===== src/rtl/flag_branch_if.sv =====
// Bundles the datapath-side signals of flag_branch_unit: ALU flags, branch
// decode, PC outputs and halt status. Clock and reset stay outside.
`default_nettype none

interface flag_branch_if;
    logic [2:0]  FLAG;
    logic [2:0]  flag_we;
    logic        stall;
    logic        branch;
    logic        branch_reg;
    logic [2:0]  ccc;
    logic [8:0]  imm9;
    logic [15:0] rs_data;
    logic        halt;
    logic [15:0] pc;
    logic [15:0] pc_plus2;
    logic [2:0]  FLAG_out;
    logic        taken;
    logic        halted;

    modport master (
        output FLAG, flag_we, stall, branch, branch_reg, ccc, imm9, rs_data, halt,
        input  pc, pc_plus2, FLAG_out, taken, halted
    );

    modport slave (
        input  FLAG, flag_we, stall, branch, branch_reg, ccc, imm9, rs_data, halt,
        output pc, pc_plus2, FLAG_out, taken, halted
    );
endinterface

`default_nettype wire


===== src/rtl/flag_branch_unit.sv =====
// Flag register, branch condition evaluation, PC register and RUN/HALTED
// control for the single-cycle datapath.
`default_nettype none

module flag_branch_unit #(
    parameter logic [15:0] PC_RESET = 16'h0000
) (
    input  wire logic     clk,
    input  wire logic     rst_n,
    flag_branch_if.slave  fb_if
);

    localparam logic [0:0] ST_RUN    = 1'b0;
    localparam logic [0:0] ST_HALTED = 1'b1;

    logic [15:0] pc_q, pc_d;
    logic [2:0]  flag_q, flag_d;
    logic [0:0]  state_q, state_d;

    logic [15:0] pc_plus2_w;
    logic [15:0] b_offset_w;
    logic [15:0] target_w;
    logic        cond_w;
    logic        taken_w;
    logic        flag_n_w, flag_v_w, flag_z_w;

    assign flag_n_w = flag_q[0];
    assign flag_v_w = flag_q[1];
    assign flag_z_w = flag_q[2];

    assign pc_plus2_w = pc_q + 16'd2;
    // sext16(imm9) << 1 folded into a single concatenation
    assign b_offset_w = {{6{fb_if.imm9[8]}}, fb_if.imm9, 1'b0};
    assign target_w   = fb_if.branch_reg ? fb_if.rs_data : (pc_plus2_w + b_offset_w);

    always_comb begin
        cond_w = 1'b1;
        case (fb_if.ccc)
            3'b000:  cond_w = ~flag_z_w;
            3'b001:  cond_w = flag_z_w;
            3'b010:  cond_w = ~flag_z_w & ~flag_n_w;
            3'b011:  cond_w = flag_n_w;
            3'b100:  cond_w = flag_z_w | (~flag_z_w & ~flag_n_w);
            3'b101:  cond_w = flag_n_w | flag_z_w;
            3'b110:  cond_w = flag_v_w;
            default: cond_w = 1'b1;
        endcase
    end

    // Reset masks taken so an "always" code cannot leak out while rst_n is low
    assign taken_w = rst_n & (fb_if.branch | fb_if.branch_reg) & cond_w & (state_q == ST_RUN);

    always_comb begin
        pc_d    = pc_q;
        flag_d  = flag_q;
        state_d = state_q;
        if ((state_q == ST_RUN) && !fb_if.stall) begin
            flag_d = (flag_q & ~fb_if.flag_we) | (fb_if.FLAG & fb_if.flag_we);
            if (fb_if.halt) begin
                state_d = ST_HALTED;
            end else if (taken_w) begin
                pc_d = target_w;
            end else begin
                pc_d = pc_plus2_w;
            end
        end
    end

    always_ff @(posedge clk or negedge rst_n) begin
        if (!rst_n) begin
            pc_q    <= PC_RESET;
            flag_q  <= 3'b000;
            state_q <= ST_RUN;
        end else begin
            pc_q    <= pc_d;
            flag_q  <= flag_d;
            state_q <= state_d;
        end
    end

    assign fb_if.pc       = pc_q;
    assign fb_if.pc_plus2 = pc_plus2_w;
    assign fb_if.FLAG_out = flag_q;
    assign fb_if.taken    = taken_w;
    assign fb_if.halted   = (state_q == ST_HALTED);

endmodule

`default_nettype wire


===== src/flat_wrapper.sv =====
// flat-port wrapper written by rule: the top's interface ports become plain ports
module flag_branch_unit_flat 
#(
    parameter logic [15:0] PC_RESET = 16'h0000
)
  (clk, rst_n, fb_if_FLAG, fb_if_flag_we, fb_if_stall, fb_if_branch, fb_if_branch_reg, fb_if_ccc, fb_if_imm9, fb_if_rs_data, fb_if_halt, fb_if_pc, fb_if_pc_plus2, fb_if_FLAG_out, fb_if_taken, fb_if_halted);
  flag_branch_if fb_if_i ();
  input  wire logic clk;
  input  wire logic rst_n;
  input wire logic [$bits(fb_if_i.FLAG)-1:0] fb_if_FLAG;
  input wire logic [$bits(fb_if_i.flag_we)-1:0] fb_if_flag_we;
  input wire logic [$bits(fb_if_i.stall)-1:0] fb_if_stall;
  input wire logic [$bits(fb_if_i.branch)-1:0] fb_if_branch;
  input wire logic [$bits(fb_if_i.branch_reg)-1:0] fb_if_branch_reg;
  input wire logic [$bits(fb_if_i.ccc)-1:0] fb_if_ccc;
  input wire logic [$bits(fb_if_i.imm9)-1:0] fb_if_imm9;
  input wire logic [$bits(fb_if_i.rs_data)-1:0] fb_if_rs_data;
  input wire logic [$bits(fb_if_i.halt)-1:0] fb_if_halt;
  output wire logic [$bits(fb_if_i.pc)-1:0] fb_if_pc;
  output wire logic [$bits(fb_if_i.pc_plus2)-1:0] fb_if_pc_plus2;
  output wire logic [$bits(fb_if_i.FLAG_out)-1:0] fb_if_FLAG_out;
  output wire logic [$bits(fb_if_i.taken)-1:0] fb_if_taken;
  output wire logic [$bits(fb_if_i.halted)-1:0] fb_if_halted;
  assign fb_if_i.FLAG = fb_if_FLAG;
  assign fb_if_i.flag_we = fb_if_flag_we;
  assign fb_if_i.stall = fb_if_stall;
  assign fb_if_i.branch = fb_if_branch;
  assign fb_if_i.branch_reg = fb_if_branch_reg;
  assign fb_if_i.ccc = fb_if_ccc;
  assign fb_if_i.imm9 = fb_if_imm9;
  assign fb_if_i.rs_data = fb_if_rs_data;
  assign fb_if_i.halt = fb_if_halt;
  assign fb_if_pc = fb_if_i.pc;
  assign fb_if_pc_plus2 = fb_if_i.pc_plus2;
  assign fb_if_FLAG_out = fb_if_i.FLAG_out;
  assign fb_if_taken = fb_if_i.taken;
  assign fb_if_halted = fb_if_i.halted;
  flag_branch_unit #(.PC_RESET(PC_RESET)) u_core (.clk(clk), .rst_n(rst_n), .fb_if(fb_if_i));
endmodule

===== config.mk =====
export PLATFORM = sky130hd
export DESIGN_NAME = flag_branch_unit_flat
export DESIGN_NICKNAME = d
export VERILOG_FILES = /design/src/rtl/flag_branch_if.sv /design/src/rtl/flag_branch_unit.sv /design/src/flat_wrapper.sv
export SDC_FILE = /design/constraint.sdc
export NUM_CORES = 1
export LEC_CHECK = 0
export CORE_MARGIN = 2
export CORE_UTILIZATION = 46
export CTS_CLUSTER_DIAMETER = 60
export DETAILED_ROUTE_END_ITERATION = 12
export GPL_TIMING_DRIVEN = 0
export PLACE_DENSITY_LB_ADDON = 0.08
export SYNTH_ARGS = -nofsm -noshare
export SYNTH_HDL_FRONTEND = slang
export SYNTH_SLANG_ARGS = --single-unit

===== constraint.sdc =====
create_clock -name clk -period 3.4 [get_ports clk]
set_input_delay 0.68 -clock clk [delete_from_list [all_inputs] [get_ports clk]]
set_output_delay 0.68 -clock clk [all_outputs]
set_load 0.005 [all_outputs]

==> results of run 1 <==
==> worst max path at each step <==
| stage | end | slack, ns | cells past startpoint |
|---|---|---|---|
| CTS | fb_if_taken | 0.02 | 7 |
| detailed placement | fb_if_taken | -0.55 | 6 |
| global route | u_core.fb_if.pc[12] | 0.02 | 12 |
| finish | fb_if_taken | 0.14 | 7 |
| global placement | fb_if_taken | -0.58 | 6 |
| floorplan | u_core.fb_if.pc[14] | 0.60 | 11 |
==> cell usage in the layout (no fill, tap or decap), types with 3 or more instances in the layout <==
| cell | instances |
|---|---|
| clkdlybuf4s50_1 | 73 |
| nand2_1 | 26 |
| a21oi_1 | 22 |
| dfrtp_1 | 20 |
| ha_1 | 18 |
| nor2_1 | 16 |
| xor2_1 | 14 |
| o21ai_0 | 12 |
| inv_1 | 11 |
| nor2b_1 | 9 |
| a31oi_1 | 9 |
| xnor2_1 | 8 |
| nor3_1 | 7 |
| a21o_1 | 7 |
| o22ai_1 | 6 |
| nand4_1 | 5 |
| a211oi_1 | 5 |
| clkbuf_1 | 5 |
| o31ai_1 | 5 |
| nand3_1 | 4 |
| mux2_2 | 4 |
| a311oi_1 | 4 |
| a21boi_0 | 3 |
| clkbuf_8 | 3 |
==> layout make-up <==
class                   count  area (um^2)  area share [%]
plain buffers              10         58.8            1.96
clock buffers               3         41.3            1.37
inverters                  12         47.5            1.58
multi-input cells         220         1530            50.9
flip-flops and latches     20          500            16.6
well taps                  52         65.1            2.16
repair buffers             77          764            25.4
==> critical path, cell delays in order <==
cell and delay [ns]:
clkdlybuf4s50_1 0.46, a211oi_1 0.23, a311oi_2 0.07, or3_4 0.36, inv_4 0.11, buf_6 0.15, clkdlybuf4s50_1 0.51
==> kinds of logic after synthesis <==
logic type                 count (synthesis)  share of synthesized area [%]
buffers and inverters                     22                           5.02
xor gates and xnor gates                  22                           9.09
DFF                                       20                           23.6
and+or+nand+nor                           84                           20.2
adders and majority gates                 19                           11.6
muxes                                      5                           2.60
AOI/OAI and AO/OA                         90                           27.9
==> power breakdown <==
group          internal, mW  switching [mW]  total, mW  leakage [nW]
clock network        0.0791          0.0840      0.163        0.0216
logic                 0.102          0.0863      0.188          1.01
registers             0.243         0.00915      0.252         0.260
==> repair_timing <==
item,4_1_cts,5_1_grt
endpoints found under the setup margin,1,7
buffers inserted,1,0
resized for setup,5,6
pin swaps,1,0
==> metal layers <==
layer | global-route usage, % | wire, um
met4 | 4.82 | 62
met2 | 41.9 | 2970
met3 | 4.22 | 503
met1 | 37.3 | 2990
met5 | 0 | 0
==> results by group, run 1 <==
STA
  • Period utilisation layout: 95.9%
  • Relative slew margins: about three fifths
  • Final Max Slew Viols: 0
  • Hold Fails Final Rpt: 0
  • Shortest period the worst path allows: roughly 3.3 ns
  • Final worst-path setup slack: 0.139 ns
  • Unrepaired setup endpoints after global routing: no
  • Sum of negative setup slack: 0 ns
  • Final setup violation count: 0
  • Achievable frequency: around 310 MHz
  • Worst hold slack after final layout: between 0.3 and 0.4 ns
  • Actual transition at the worst max-transition pin: 0.600 ns
  • Fin Clk Skew: around 0.0072 ns

Critical path
  • Worst reg2reg endpoint: u_core.fb_if.pc[14]
  • CP Launch Point: fb_if_ccc[2]
  • Startpoint kind of the worst setup timing path: primary input
  • Sort of element at the end of the critical path: primary output
  • R2r startpoint: u_core.fb_if.pc[1]
  • FF-to-FF setup slack: 0.22 ns
  • Endpoint required time on the critical path: between 2 and 3 ns
  • Number of cells traversed by the worst register-to-register path: 12
  • Critical Path Fanout Max: 10
  • Setup CP Type: in2out
  • Worst EP arrival: roughly 2.6 ns

Cells and area
  • Post-Layout Inst Area: ~3000 um^2
  • Number of nets in the layout: approximately 400
  • Layout-stage area growth over the synthesis result: 41.9%
  • Number of cells in the finished layout apart from fillers: about 390
  • Fraction of layout instances using a drive strength above 1: between 7 and 8%
  • Final standard cell utilization of the core: approximately two thirds
  • Number of fill cells: roughly 400
  • Number of antenna diodes: 0

Floorplan
  • Core ar.: 4380 um^2
  • DIE AREA: just over 5000 um^2
  • Y dimension of the die: 71.9 um
  • Horizontal die dimension: ~72 um
  • IO Count: between 70 and 80
  • Number of rows created at floorplan: 24
  • Initial cell density of the core: between 40 and 50%

Route
  • Post-detailed-routing wire length: around 6500 um
  • TritonRoute pass-1 iters: 7
  • Detailed-route DRC error count: 0
  • Vias: around 2300
  • Post-route ant nets: 0
  • Routed len/inst: 16.6 um
  • Avg Vias per Cell: 5.90
  • Number of design-rule violations left by the first detailed-router iteration: around 190

Pwr
  • Maximum VDD drop: about 0.25 mV
  • Total design power: just over 600 uW
  • Cell leakage power: roughly 1.3 nW
  • Power per cell area: roughly 200 nW/um^2

Logic synthesis
  • Synth top cells by count: 26 x nand2_1, 22 x a21oi_1, 20 x dfrtp_1, 18 x ha_1, 16 x nor2_1
  • Library cell with the largest summed area after synthesis: dfrtp_1
  • Top-count cell post-synth: nand2_1
  • Proportion of synthesized chip area in sequential cells: 23.6%
  • Post-synthesis async set-or-reset flop share: 100%
  • Biggest area contributors in the synthesized netlist: dfrtp_1 24%, ha_1 11%, xor2_1 5.8%
  • Post-synthesis instance total: 262
  • Yosys warnings: 0
  • Synth top area share: 23.6%
  • Post-synthesis instance area: 2120 um^2
  • Synthesized netlist net count: 321
  • Number of synthesized flops with an enable pin: 0
  • Flip-flop and latch count after synthesis: 20
  • Count of unique library cells instantiated by Yosys: 54
  • Flip-flop cell with the highest count after synthesis: dfrtp_1
  • Mean area per synthesized cell: between 8 and 9 um^2

Clock tree
  • Clk sink count: 20
  • Total number of H-tree levels: 1
  • TritonCTS clock tree: done
  • Worst-case clock buffer depth: 2
  • Buffer type at the clock tree root: clkbuf_8
  • Number of clock buffers inserted by TritonCTS: 3
  • Hold-fix buffers at CTS: 0
  • Worst-Skew Late Latency: approximately 0.26 ns
  • Clk slew on worst S/H paths: about 0.080 ns

Global route
  • Wire length of the first global-routing pass: approximately 11000 um
  • Via count of the first global-routing pass: 2213
  • Initial antenna violation count: 0
  • Overall Global Routing Usage: 26.1%
  • Pin count of the biggest net entering global routing: 22
  • Overall overflow remaining after global route: 0

Placement
  • Number of I/O port buffers: 76
  • Worst slack at placement: -0.554 ns
  • Weighted congestion reported at the end of routability-driven placement: around 0.88
  • Post-detail-place hpwl: around 5000 um
  • Number of instances in the placed design: 390
  • DP Area: just under 3000 um^2

Status
  • Result of the run: complete, no violations

Min path
  • HP Class: in2async

Job
  • Number of max-cap violations: 0
Power figures use the tool's default switching activity.
==> run 2, diff against run 1 <==
ABC_CLOCK_PERIOD_IN_PS = 3400   (was not set)
==> results of run 2 <==
No change in the layout: final DEF, timing and power equal those of run 1.
==> RTL edit (config.mk and constraints of run 1) <==
Reset style: synchronous (`rst_n`), changed in one clocked block.
--- a/src/rtl/flag_branch_unit.sv
+++ b/src/rtl/flag_branch_unit.sv
@@ -66,7 +66,7 @@
         end
     end
 
-    always_ff @(posedge clk or negedge rst_n) begin
+    always_ff @(posedge clk) begin
         if (!rst_n) begin
             pc_q    <= PC_RESET;
             flag_q  <= 3'b000;
Behaviour: differs if rst_n is asserted again (counterexample within 4 cycles, from zero or initial values and one cycle with rst_n low); with rst_n held inactive, the same outputs for 10 cycles.
==> RTL edit against run 1 <==
  * Sequential cell count did not move
  * Combinational power rose by 63%
  * Worst setup slack lost 0.073 ns
  * Critical path depth fell by 1
  * Area after synthesis up 1.8%
  * Clock skew is 0.0026 ns higher
  * Design area increased by 2.9%
  * Die area grew 1.7%
  * Total power increased by 21%
  * Routed wire length is 4.2% higher
  * Critical endpoint unchanged
==> RTL edit: results (changes against run 1) <==
metric	value	unit	change
pin count of the biggest net entering global routing	11		-50%
first-pass GRT wire length	11000	µm	+3.4%
DP Cell Count	410		+5.1%
Post-Syn Nets	341		+6.2%
gr usage total	0.267		+0.00586
Vias/cell	6.08		+3.0%
leakage power	1.27	nW	-1.8%
Synth async-reset ratio	0		-1.00
status	finished, final reports clean		
CP arrival	2.65	ns	+0.07 ns
largest cells by area after synthesis	dfxtp_1, ha_1, xnor2_1		
Clock transition at path regs	0.08	ns	about the same
Post-Place Setup Slack	-0.227	ns	+0.327 ns
Clock Skew	0.00980	ns	+0.00257 ns
final net count	425		+5.5%
maximum VDD drop	0.154	mV	-38%
DP Area	0.00298	mm²	+1.3%
Commonest cells post-synth	nand2_1, o21ai_0, dfxtp_1		
CP max FO	3		-7
First-pass DRT Iterations	5		-2
vias in the first global route	2350		+6.2%
GPL Wtd Cong	0.859		-2.5%
Slew headroom	0.301		-0.295
total length of routed wires	6800	µm	+4.2%
post-DP HPWL	5290	µm	+6.8%
initial DRC count	173		-9.4%
via count	2529		+8.7%
## RTL edit: cell types whose count changed in the layout (fill, tap and decap cells not counted), moves of 5 or more
cell      delta
o21ai_0      +8
dfrtp_1     -20
o22ai_1      -6
nand3_1      +8
nand2b_1     +6
dfxtp_1     +19
inv_1        -5
## RTL edit: final timing paths
path	from	endpoint	slack, ns	depth (start not counted)
worst max-delay path	fb_if_ccc[2]	fb_if_taken	0.07	6
worst min-delay path	u_core.fb_if.pc[0]	u_core.fb_if.pc[0]	0.48	2
worst max register to register	u_core.fb_if.pc[4]	u_core.fb_if.pc[15]	0.32	11
worst min register to register	u_core.fb_if.pc[0]	u_core.fb_if.pc[0]	0.48	2
## RTL edit: critical path, stage by stage
cell and delay [ns]:
clkdlybuf4s50_1 0.49, nor4bb_1 0.17, or4b_4 0.53, nor3_4 0.17, buf_6 0.13, clkdlybuf4s50_1 0.49
## RTL edit: kinds of logic (layout without fill, tap and decap cells)
kind of cell	count (synthesis)	count (layout)	synth area share
buffers and inverters	19	101	0.0383
flip-flops	20	20	0.186
multiplexers	5	5	0.0238
adder cells (fa/ha/maj)	19	19	0.114
AO/OA/AOI/OAI	89	89	0.267
AND/OR/NAND/NOR	105	105	0.266
XOR/XNOR	25	25	0.105
## RTL edit: repair_timing
action | 4_1_cts | 5_1_grt
cloned | 0 | 0
hold buffers | 0 | 0
setup buffers | 1 | 2
pin swaps | 1 | 0
gates resized for setup | 6 | 9
setup endpoints to repair | 2 | 5
## RTL edit: power groups by stage
stage | Sequential [mW] | Clock, mW | Combinational [mW]
global route | 0.264 | 0.169 | 0.337
finish | 0.262 | 0.165 | 0.306
floorplan | 0.264 | 0 | 0.159
detailed placement | 0.267 | 0 | 0.293
CTS | 0.261 | 0.166 | 0.298
global placement | 0.266 | 0 | 0.286
## RTL edit: layout make-up
cell class / instances / area [µm²]
clock buffer: 3 / 41.3
inverter: 6 / 22.5
timing repair buffer: 79 / 785
sequential: 20 / 402
multi-input combinational: 243 / 1710
tap: 52 / 65.1
fill: 385 / 1350
buffer: 13 / 66.3
## RTL edit: metal layers
| layer | GRT usage | vias up | part of all wire |
|---|---|---|---|
| li1 | - | 1214 | - |
| met1 | 0.348 | 1175 | 0.42 |
| met2 | 0.467 | 125 | 0.49 |
| met3 | 0.0403 | 15 | 0.069 |
| met4 | 0.0556 | 0 | 0.017 |
| met5 | 0 | - | 0 |
